$ cat src/rtl/prio_enc_pkg.sv
// prio_enc_pkg: shared mode constants and index-width helper for the priority encoder
package prio_enc_pkg;
  localparam int PE_FIXED = 0;
  localparam int PE_RR = 1;
  function automatic int idx_width(int n);
    return $clog2(n);
  endfunction
endpackage

$ cat src/rtl/prio_enc_comb.sv
// prio_enc_comb: combinational N-input encoder returning the highest set index and an any flag
module prio_enc_comb
  import prio_enc_pkg::*;
#(
  parameter int N = 8,
  localparam int W = idx_width(N)
) (
  input  logic [N-1:0] req,
  output logic [W-1:0] idx,
  output logic         any
);
  always_comb begin
    idx = '0;
    for (int i = 0; i < N; i++) idx = req[i] ? W'(i) : idx;
  end
  assign any = |req;
endmodule

$ cat src/rtl/prio_encoder_rr.sv
// prio_encoder_rr: registered fixed/round-robin priority encoder with valid/ready handshake
module prio_encoder_rr
  import prio_enc_pkg::*;
#(
  parameter int N = 8,
  parameter int RR = PE_FIXED,
  localparam int W = idx_width(N)
) (
  input  logic         clk,
  input  logic         rst,
  input  logic [N-1:0] req_i,
  input  logic         in_valid,
  output logic         in_ready,
  output logic         out_valid,
  input  logic         out_ready,
  output logic [W-1:0] out_idx,
  output logic [N-1:0] out_onehot
);
  logic [W-1:0] g;
  logic         any;
  logic         load;
  assign in_ready = !out_valid || out_ready;
  assign load = in_valid && in_ready && any;
  generate
    if (RR == PE_RR) begin : g_rr
      logic [W-1:0] ptr, m_idx, u_idx;
      logic [N-1:0] mask;
      logic         m_any;
      always_comb begin
        mask = '0;
        for (int i = 0; i < N; i++) mask[i] = W'(i) <= ptr;
      end
      prio_enc_comb #(.N(N)) u_m (.req(req_i & mask), .idx(m_idx), .any(m_any));
      prio_enc_comb #(.N(N)) u_u (.req(req_i), .idx(u_idx), .any(any));
      assign g = m_any ? m_idx : u_idx;
      always_ff @(posedge clk) begin
        if (rst) ptr <= W'(N - 1);
        else if (load) ptr <= (g == '0) ? W'(N - 1) : g - 1'b1;
      end
    end else begin : g_fx
      prio_enc_comb #(.N(N)) u_f (.req(req_i), .idx(g), .any(any));
    end
  endgenerate
  always_ff @(posedge clk) begin
    if (rst) begin
      out_valid <= 1'b0;
      out_idx <= '0;
      out_onehot <= '0;
    end else if (load) begin
      out_valid <= 1'b1;
      out_idx <= g;
      out_onehot <= N'(1) << g;
    end else if (out_ready) begin
      out_valid <= 1'b0;
    end
  end
endmodule

$ cat config.mk
export PLATFORM = sky130hd
export DESIGN_NAME = prio_encoder_rr
export DESIGN_NICKNAME = d
export VERILOG_FILES = /design/src/rtl/prio_enc_pkg.sv /design/src/rtl/prio_enc_comb.sv /design/src/rtl/prio_encoder_rr.sv
export SDC_FILE = /design/constraint.sdc
export NUM_CORES = 1
export LEC_CHECK = 0
export CORE_MARGIN = 4
export CORE_UTILIZATION = 40
export CTS_BUF_LIST = sky130_fd_sc_hd__clkbuf_8
export DETAILED_ROUTE_END_ITERATION = 7
export GPL_ROUTABILITY_DRIVEN = 1
export GPL_TIMING_DRIVEN = 0
export PLACE_DENSITY = 0.76
export SKIP_CTS_REPAIR_TIMING = 1
export SLEW_MARGIN = 20
export SYNTH_ARGS = -nofsm -noshare
export SYNTH_HDL_FRONTEND = slang
export SYNTH_SLANG_ARGS = --single-unit
$ cat constraint.sdc
create_clock -name clk -period 1.8 [get_ports clk]
set_clock_uncertainty 0.05 [all_clocks]
set_input_delay 0.36 -clock clk [delete_from_list [all_inputs] [get_ports clk]]
set_output_delay 0.36 -clock clk [all_outputs]
set_load 0.03 [all_outputs]
==> results.md, run 1 <==
* Slew headroom at 70.9%
* Vias per cell at 5.23
* Pre-antenna DRT Iters at 4
* Hold crit path type: reg -> reg
* Most frequent cell after synthesis: dfxtp_1
* RSZ-0062 raised after global routing: true
* Max Cap Violations at 0
* Worst endpoint data arrival time at 1.85 ns
* Primary FF master, synth: dfxtp_1
* Synth warnings at 0
* GR peak layer: met2
* Clk Tree Root Cell: clkbuf_8
* Cell variety after synth at 28
* Final Worst Setup Slack at 0.0486 ns
* P&R area growth vs syn at 59.0%
* Die area at 2130 µm²
* Power Dens Cells at 769 nW/µm²
* Initial Util at 43.7%
* Worst setup path category: in -> reg
* Outcome: finished, final reports clean
* DRC errors left at 0
* FP Rows at 13
* Synthesized netlist cell count at 63
* Share of the synthesized area in the top cell type at 41.2%
* Clk buf depth at 2
* Crit path time final at 1.75 ns
* Routed vias at 565
* CTS sink count at 12
* # diodes at 0
* Slew Limit Fails at 0
* # setup viols final at 0
* Share of layout cells above drive strength 1 at 19.4%
* Number of global-route vias before repair at 571
* Synth Net Count at 75
* Register area share after synthesis at 41.2%
* Worst Hold Depth at 2
* Top cells by area, synth: dfxtp_1, nor2_1, a21oi_1
* Drt total wl at 1380 µm
* WL/cell at 12.8 µm
* Global route overflow at 0
* Cell count after placement at 102
* GRT met1 Usage at 19.8%
* PortBufs at 24
* Met3 usage at 3.52%
* Fmax at 571 MHz
* CP Max Fanout at 10
* Worst EP required at 1.89 ns
* Most area-hungry cell type in the Yosys netlist: dfxtp_1
* Initial DRC Count at 8
* Hold violation total from the final report at 0
* IO Pins at 25
* Clock latency on the worst-skew pair at 0.24 ns
* RD Place Congestion at 0.775
* Hold WS at 0.422 ns
* CP Capture Type: flip-flop
* Syn avg cell area at 9.25 µm²
* Seq cells post-synth at 12
* Core footprint at 1330 µm²
* First-pass GRT wire length at 2450 µm
* Die X at 46.2 µm
* H-tree levels at 1
* Leakage at 0.378 nW
* Synth async-reset ratio at 0%
* CTS clk-pin slew, worst paths at 0.05 ns
* Critical Path Source Type: primary input
* Worst-Margin Slew at 0.437 ns
* Period utilisation layout at 97.3%
* Routed Antenna Nets at 0
* Pin count of the biggest net entering global routing at 11
* Peak VDD IR at 0.000444 V
* NumNets Final at 106
* Commonest cells in the netlist: dfxtp_1, nor2_1, a21oi_1, inv_1, nand3_1
* Die H at 46.2 µm
* Antenna violations before repair at 0
* GRT met2 Usage at 25.8%
* Netlist Area Pre-Place at 583 µm²
* CTS tree: done
* R2R cell count at 5
* Number of flops mapped to enable cells by yosys at 0
* Gr usage total at 16.1%
* Number of CTS-inserted buffers at 3
* Setup TNS at 0 ns
* Pre-CTS setup slack at -0.285 ns
* DP Wirelength at 1040 µm
* Final cell count without fillers at 108
logic make-up after synthesis:
family          after synthesis  synth area share [%]
simple gates                 25                  26.4
compound gates               16                  21.2
flops                        12                  41.2
buf+inv                       7                  5.79
mux                           3                  5.36
critical path, cell delays in order:
cell             delay (ns)
clkdlybuf4s50_1        0.58
nor4_4                 0.08
a211oi_2               0.34
buf_6                  0.20
nor2_1                 0.05
a311oi_1               0.24
cells in the final DEF, fill, tap and decap left out, drive strengths merged, types with 2 or more instances in the layout:
master         instances
nand2b                 3
buf                    3
dlymetal6s2s           4
nand3                  3
nor4                   3
mux2i                  2
clkbuf                 5
clkdlybuf4s50         20
a21oi                  6
a211oi                 2
a311oi                 2
nor2                   9
inv                    5
nor2b                  2
a22o                   2
dfxtp                 12
flip-flops by register name, indices dropped and copies added (netlist names):
signal	count
out_idx	3
out_onehot	8
out_valid	1
through the flow:
stage | utilization [%] | total power, mW | area [µm²]
detailed placement | 63.1 | 0.424 | 842
CTS | 67.3 | 0.717 | 897
global route | 69.5 | 0.748 | 927
finish | 69.5 | 0.713 | 927
floorplan | - | 0.359 | 583
global placement | 63.1 | 0.423 | 842
metal layers:
metal	vias to the layer above	part of all wire [%]	wire length [µm]
li1	286	-	-
met1	255	47	648
met2	20	45	619
met3	4	6.1	84
met4	0	2.2	31
met5	-	0	0
where the power goes:
| part | internal, mW | switching, mW |
|---|---|---|
| clock network | 0.193 | 0.0976 |
| logic | 0.0664 | 0.0738 |
| registers | 0.277 | 0.00491 |
layout make-up:
cell class	count	area [µm²]
buffer	2	15.0
clock buffer	4	55.1
fill	129	407
inverter	5	18.8
multi-input combinational	44	314
sequential	12	240
tap	15	18.8
timing repair buffer	26	265
final timing paths:
| kind | from | slack (ns) | end |
|---|---|---|---|
| hold / removal | out_onehot[6]$_SDFFE_PP0P_ | 0.42 | out_onehot[6]$_SDFFE_PP0P_ |
| hold reg to reg | out_onehot[6]$_SDFFE_PP0P_ | 0.42 | out_onehot[6]$_SDFFE_PP0P_ |
| setup reg to reg | out_valid$_SDFFE_PP0P_ | 0.44 | out_idx[0]$_SDFFE_PP0P_ |
| setup / recovery | req_i[6] | 0.05 | out_idx[0]$_SDFFE_PP0P_ |
Power figures use the tool's default switching activity.
==> run 2: changes to the inputs <==
--- a/config.mk
+++ b/config.mk
@@ -12,8 +12,10 @@
 export GPL_ROUTABILITY_DRIVEN = 1
 export GPL_TIMING_DRIVEN = 0
-export PLACE_DENSITY = 0.76
+export HOLD_SLACK_MARGIN = 0.03
+export PLACE_DENSITY = 0.77
 export SKIP_CTS_REPAIR_TIMING = 1
 export SLEW_MARGIN = 20
 export SYNTH_ARGS = -nofsm -noshare
 export SYNTH_HDL_FRONTEND = slang
+export SYNTH_HIERARCHICAL = 1
 export SYNTH_SLANG_ARGS = --single-unit
==> constraint.sdc (replaced) <==
create_clock -name clk -period 1.8 [get_ports clk]
set_clock_uncertainty 0.05 [all_clocks]
set_input_delay 0.27 -clock clk [delete_from_list [all_inputs] [get_ports clk]]
set_output_delay 0.27 -clock clk [all_outputs]
set_load 0.03 [all_outputs]
==> run 2 against run 1 <==
Non-clock buffer count stayed put; die area is 2.1% lower; sequential share of layout area is 0.57 points higher; critical path type unchanged; worst hold slack hardly changed; final cell count is 6.5% higher; global-route usage is 0.74 points higher; first-iteration DRC count is 50% higher; sequential power hardly changed; highest routed layer unchanged; via count is 14% higher; largest power group unchanged; critical endpoint is now out_onehot[3]$_SDFFE_PP0P_; combinational power hardly changed; worst setup slack better by 0.020 ns.
==> results.md, run 2 <==
* IO Pins at 25
* Simple-gate share of the synthesized area at 26.9%
* CP Capture Type: flip-flop
* Leakage at 0.315 nW
* Worst EP required at 1.93 ns
* Top cells by area, synth: dfxtp_1, a21oi_1, o21ai_0
* Seq cells post-synth at 12
* FP Rows at 13
* Outcome: finished, final reports clean
* Worst path depth at 6
* Adder-Cell Fraction of Synth Area at 0%
* Most area-hungry cell type in the Yosys netlist: dfxtp_1
* Number of global-route vias before repair at 598
* Synth warnings at 6
* Most common cell after layout, fill and taps aside: clkdlybuf4s50_1
* Crit path time final at 1.73 ns
* PortBufs at 24
* Critical path destination: out_onehot[3]$_SDFFE_PP0P_
* Period utilisation layout at 96.2%
* Netlist Area Pre-Place at 568 µm²
* Hold WS at 0.422 ns
* Share of layout cells above drive strength 1 at 12.0%
* Most frequent cell after synthesis: a21oi_1
* Routed Antenna Nets at 0
* Crit path buffers/inverters at 1
* Dpl cell area at 827 µm²
* Max Cap Violations at 0
* Drt total wl at 1500 µm
* Die X at 45.7 µm
* Primary FF master, synth: dfxtp_1
* Syn avg cell area at 7.78 µm²
* Core footprint at 1320 µm²
* Routed vias at 643
* Fmax at 578 MHz
* CP max stage cell: clkdlybuf4s50_1
* Compound-Gate Fraction of Synth Area at 25.3%
* CTS tree: done
* Die area at 2090 µm²
* NumNets Final at 113
* P&R area growth vs syn at 59.7%
* Gr usage total at 16.8%
* Worst endpoint data arrival time at 1.86 ns
* Initial Util at 43.1%
* Worst R2R Setup Slack at 0.53 ns
* Critical R2R Launch: out_valid$_SDFFE_PP0P_
* Synthesized netlist cell count at 73
* Commonest cells in the netlist: a21oi_1, dfxtp_1, o21ai_0, nor2_1
* R2R cell count at 4
* Max FFs per register at 8
* CP Max Fanout at 5
* Vias per cell at 5.59
* DRC errors left at 0
* Worst setup path category: in -> reg
* Power Dens Cells at 787 nW/µm²
* Clk buf depth at 2
* # setup viols final at 0
* Clk Tree Root Cell: clkbuf_8
* Worst-Margin Slew at 0.415 ns
* Worst setup path startpoint: req_i[4]
* Largest reg by FF count: out_onehot
* Clock latency on the worst-skew pair at 0.24 ns
* Power consumption at 0.714 mW
* RSZ-0062 raised after global routing: true
* Antenna violations before repair at 0
* XOR/XNOR Fraction of Synth Area at 0%
* DP Wirelength at 1050 µm
* Number of flops mapped to enable cells by yosys at 0
* Register area share after synthesis at 42.3%
* CP peak stage delay at 0.60 ns
* Share of the synthesized area in the top cell type at 42.3%
* Slew headroom at 72.3%
* Multiplexer share of the synthesized area at 0%
* Number of CTS-inserted buffers at 3
* Core Util, Final at 68.9%
* Synth Net Count at 85
* Main combinational cell family by area after synthesis: simple AND/OR/NAND/NOR gates
* Most frequent cells in the layout: clkdlybuf4s50_1, a21oi_1, dfxtp_1
* H-tree levels at 1
* CTS clk-pin slew, worst paths at 0.05 ns
* Global route overflow at 0
* Critical path's top delay family: simple AND/OR/NAND/NOR gates
* Initial DRC Count at 12
* Synth async-reset ratio at 0%
* First-pass GRT wire length at 2520 µm
* Hold violation total from the final report at 0
* Critical Path Source Type: primary input
* Critical-path cell list: clkdlybuf4s50_1 > nor2_1 > nand4_1 > nand2_1 > or4_1 > a21oi_1
* Slew Limit Fails at 0
* Cell variety after synth at 20
* CTS sink count at 12
* WL/cell at 13.0 µm
* R2r endpoint: out_idx[0]$_SDFFE_PP0P_
* Peak VDD IR at 0.000513 V
* Pre-antenna DRT Iters at 4
* # diodes at 0
* Pin count of the biggest net entering global routing at 11
* Top Registers: out_onehot x8, out_idx x3, out_valid x1
* Die H at 45.7 µm
* RD Place Congestion at 0.826
* Design area at 907 µm²
* Hold crit path type: reg -> reg
run 2: worst min-delay path by stage:
stage	start	end	slack [ns]	depth (start not counted)
6_report	out_onehot[5]$_SDFFE_PP0P_	out_onehot[5]$_SDFFE_PP0P_	0.42	2
5_1_grt	out_onehot[4]$_SDFFE_PP0P_	out_onehot[4]$_SDFFE_PP0P_	0.45	2
4_1_cts	out_onehot[5]$_SDFFE_PP0P_	out_onehot[5]$_SDFFE_PP0P_	0.42	2
3_5_place_dp	out_onehot[4]$_SDFFE_PP0P_	out_onehot[4]$_SDFFE_PP0P_	0.42	2
3_3_place_gp	out_onehot[1]$_SDFFE_PP0P_	out_onehot[1]$_SDFFE_PP0P_	0.41	2
2_1_floorplan	rst	out_onehot[3]$_SDFFE_PP0P_	0.29	1
run 2: cells by family after synthesis:
logic type             count (synthesis)
AOI/OAI and AO/OA                     27
and+or+nand+nor                       26
DFF                                   12
buffers and inverters                  8
run 2: power by group:
part           switching, mW  leakage (nW)  total, mW  internal [mW]
sequential           0.00457        0.0981      0.281          0.277
combinational         0.0770         0.188      0.139         0.0620
clock                  0.100        0.0288      0.294          0.193
total                  0.182         0.315      0.714          0.532
run 2: area by class of cell:
type / count / area, µm²
multi-input cells: 53 / 329
repair buffers: 24 / 235
flip-flops and latches: 12 / 240
well taps: 15 / 18.8
clock buffers: 4 / 55.1
fillers: 116 / 410
inverters: 3 / 11.3
plain buffers: 4 / 17.5
run 2: routing by layer:
metal	GRT usage, %	wire length, µm
met5	0	0
met4	9.36	10
met3	6.72	100
met2	25.9	760
met1	19.7	626
run 2: metrics by stage:
stage,cells,worst slack [ns],setup TNS [ns]
after floorplan,73,0.252,0
after global placement,112,-0.410,-1.66
after detailed placement,112,-0.436,-1.87
after CTS,116,-0.320,-0.524
after global routing,115,-0.0410,-0.170
final,115,0.0684,0
run 2: worst min-delay path, cell delays in order, from the launching register on:
cell and delay, ns:
dfxtp_1 0.30, o21ai_0 0.07, a21oi_1 0.06
==> run 3: changes to the inputs <==
ABC_AREA = 1   (was not set)
clock period = 2.1 ns   (was 1.8 ns; I/O delays follow)
==> run 3 against run 2 <==
Sequential power down 11%; critical endpoint is now in_ready; clock power decreased by 16%; total power down 11%; sequential share of layout area rose by 0.56 points; utilization down 2.2 points; largest cell class unchanged; highest routed layer is now met3; cell area shrank 2.1%; worst hold slack got worse by 0.011 ns; critical path type is now in -> out; die area rose by 0.90%; routed wire length decreased by 12%; clock-buffer cell count did not move; non-clock buffer count fell by 3; final cell count is 17% higher.
==> results.md, run 3 <==
* Outcome: finished, final reports clean
* Critical Path Source Type: primary input
* Core footprint at 1330 µm²
* Routed vias at 613
* Worst EP required at 1.74 ns
* DP Wirelength at 1040 µm
* Hold WS at 0.410 ns
* Sequential share of power at 39.4%
* CP Capture Type: output port
* Synth Net Count at 104
* Largest reg by FF count: out_onehot
* Number of global-route vias before repair at 561
* Die area at 2110 µm²
* Leakage at 0.423 nW
* Die X at 45.9 µm
* Vias per cell at 4.54
* Initial DRC Count at 10
* Syn avg cell area at 6.24 µm²
* Gr usage total at 13.7%
* Top cells by area, synth: dfxtp_1, nand2_1, nor2_1
* Most common cell after layout, fill and taps aside: nand2_1
* Most frequent cell after synthesis: nand2_1
* # setup viols final at 0
* Slew Limit Fails at 0
* Die H at 45.9 µm
* Drt total wl at 1310 µm
* # diodes at 0
* Slew headroom at 78.9%
* Setup TNS at 0 ns
* Commonest cells in the netlist: nand2_1, nor2_1, dfxtp_1, inv_1, a21oi_1
* Pre-antenna DRT Iters at 5
* Netlist Area Pre-Place at 574 µm²
* Number of flops mapped to enable cells by yosys at 0
* H-tree levels at 1
* Cell variety after synth at 11
* CTS tree: done
* Worst setup path category: in -> out
* Routed Antenna Nets at 0
* Worst endpoint data arrival time at 1.62 ns
* RD Place Congestion at 0.746
* Switching power at 0.165 mW
* Synth warnings at 6
* Initial Util at 43.1%
* Most frequent cells in the layout: nand2_1, clkdlybuf4s50_1, nor2_1
* First-pass GRT wire length at 2210 µm
* Hold crit path type: reg -> reg
* Clock power frac at 38.8%
* Seq cells post-synth at 12
* CP Max Fanout at 4
* Crit path time final at 1.98 ns
* Share of the synthesized area in the top cell type at 41.8%
* Comb power frac at 21.8%
* Synthesized netlist cell count at 92
* Most area-hungry cell type in the Yosys netlist: dfxtp_1
* Worst-Margin Slew at 0.315 ns
* Max Cap Violations at 0
* Switching Share at 26.0%
* WL/cell at 9.72 µm
* CTS clk-pin slew, worst paths at 0.05 ns
* IO Pins at 25
* NumNets Final at 133
* Clk buf depth at 2
* Antenna violations before repair at 0
* Primary FF master, synth: dfxtp_1
* RSZ-0062 raised after global routing: false
* Clock latency on the worst-skew pair at 0.24 ns
* P&R area growth vs syn at 54.7%
* Pin count of the biggest net entering global routing at 11
* Fmax at 504 MHz
* CTS sink count at 12
* Hold violation total from the final report at 0
* FP Rows at 13
* P_int at 0.468 mW
* PortBufs at 24
* Register area share after synthesis at 41.8%
* Share of layout cells above drive strength 1 at 5.83%
* Top Registers: out_onehot x8, out_idx x3, out_valid x1
* Clk Tree Root Cell: clkbuf_8
* Global route overflow at 0
* Period utilisation layout at 94.5%
* Peak VDD IR at 0.000395 V
* Number of CTS-inserted buffers at 3
* Power Dens Cells at 713 nW/µm²
* DRC errors left at 0
* Max FFs per register at 8
* Power consumption at 0.633 mW
* Synth async-reset ratio at 0%
## run 3: routing by layer
metal  share of wire (%)  vias to the layer above  track usage, %
met4                   0                        0            3.41
met5                   0                        -               0
met1                  48                      262            19.0
met2                  48                       12            22.3
li1                    -                      339               -
met3                 3.9                        0            1.58
## run 3: worst max-delay path: stages
cell             delay (ns)
clkdlybuf4s50_1        0.45
inv_1                  0.05
nand2_1                0.11
clkdlybuf4s50_1        0.69
## run 3: path summary, 6_finish.rpt
path	cells past startpoint	slack, ns	start	endpoint
max	4	0.12	out_ready	in_ready
min	2	0.41	out_onehot[6]$_SDFFE_PP0P_	out_onehot[6]$_SDFFE_PP0P_
max reg2reg	4	1.03	out_valid$_SDFFE_PP0P_	out_idx[1]$_SDFFE_PP0P_
min reg2reg	2	0.41	out_onehot[6]$_SDFFE_PP0P_	out_onehot[6]$_SDFFE_PP0P_
## run 3: cell type report
type,count,area [µm²]
Multi-Input combinational cell,67,278
Tap cell,15,18.8
Clock buffer,4,55.1
Inverter,12,45.0
Timing Repair Buffer,24,240
Fill cell,131,445
Buffer,1,11.3
Sequential cell,12,240
## run 3: power groups by stage
stage               logic, mW  registers, mW  clock network (mW)
finish                  0.138          0.249               0.246
detailed placement      0.139          0.254                   0
CTS                     0.140          0.249               0.253
global placement        0.137          0.253                   0
floorplan              0.0501          0.281                   0
global route            0.153          0.251               0.259
## run 3: kinds of logic after synthesis
logic type	count (synthesis)	synth area share [%]
buffers and inverters	13	9.80
DFF	12	41.8
and+or+nand+nor	57	39.0
AOI/OAI and AO/OA	10	9.37
## run 3: stage by stage
stage | util (%) | worst slack (ns) | cells | instance area, µm²
3_5_place_dp | 62.5 | 0.122 | 131 | 833
2_1_floorplan | - | 0.711 | 92 | 574
6_report | 66.6 | 0.115 | 135 | 888
4_1_cts | 66.6 | 0.114 | 135 | 888
5_1_grt | 66.6 | 0.0426 | 135 | 888
3_3_place_gp | 62.5 | 0.122 | 131 | 833
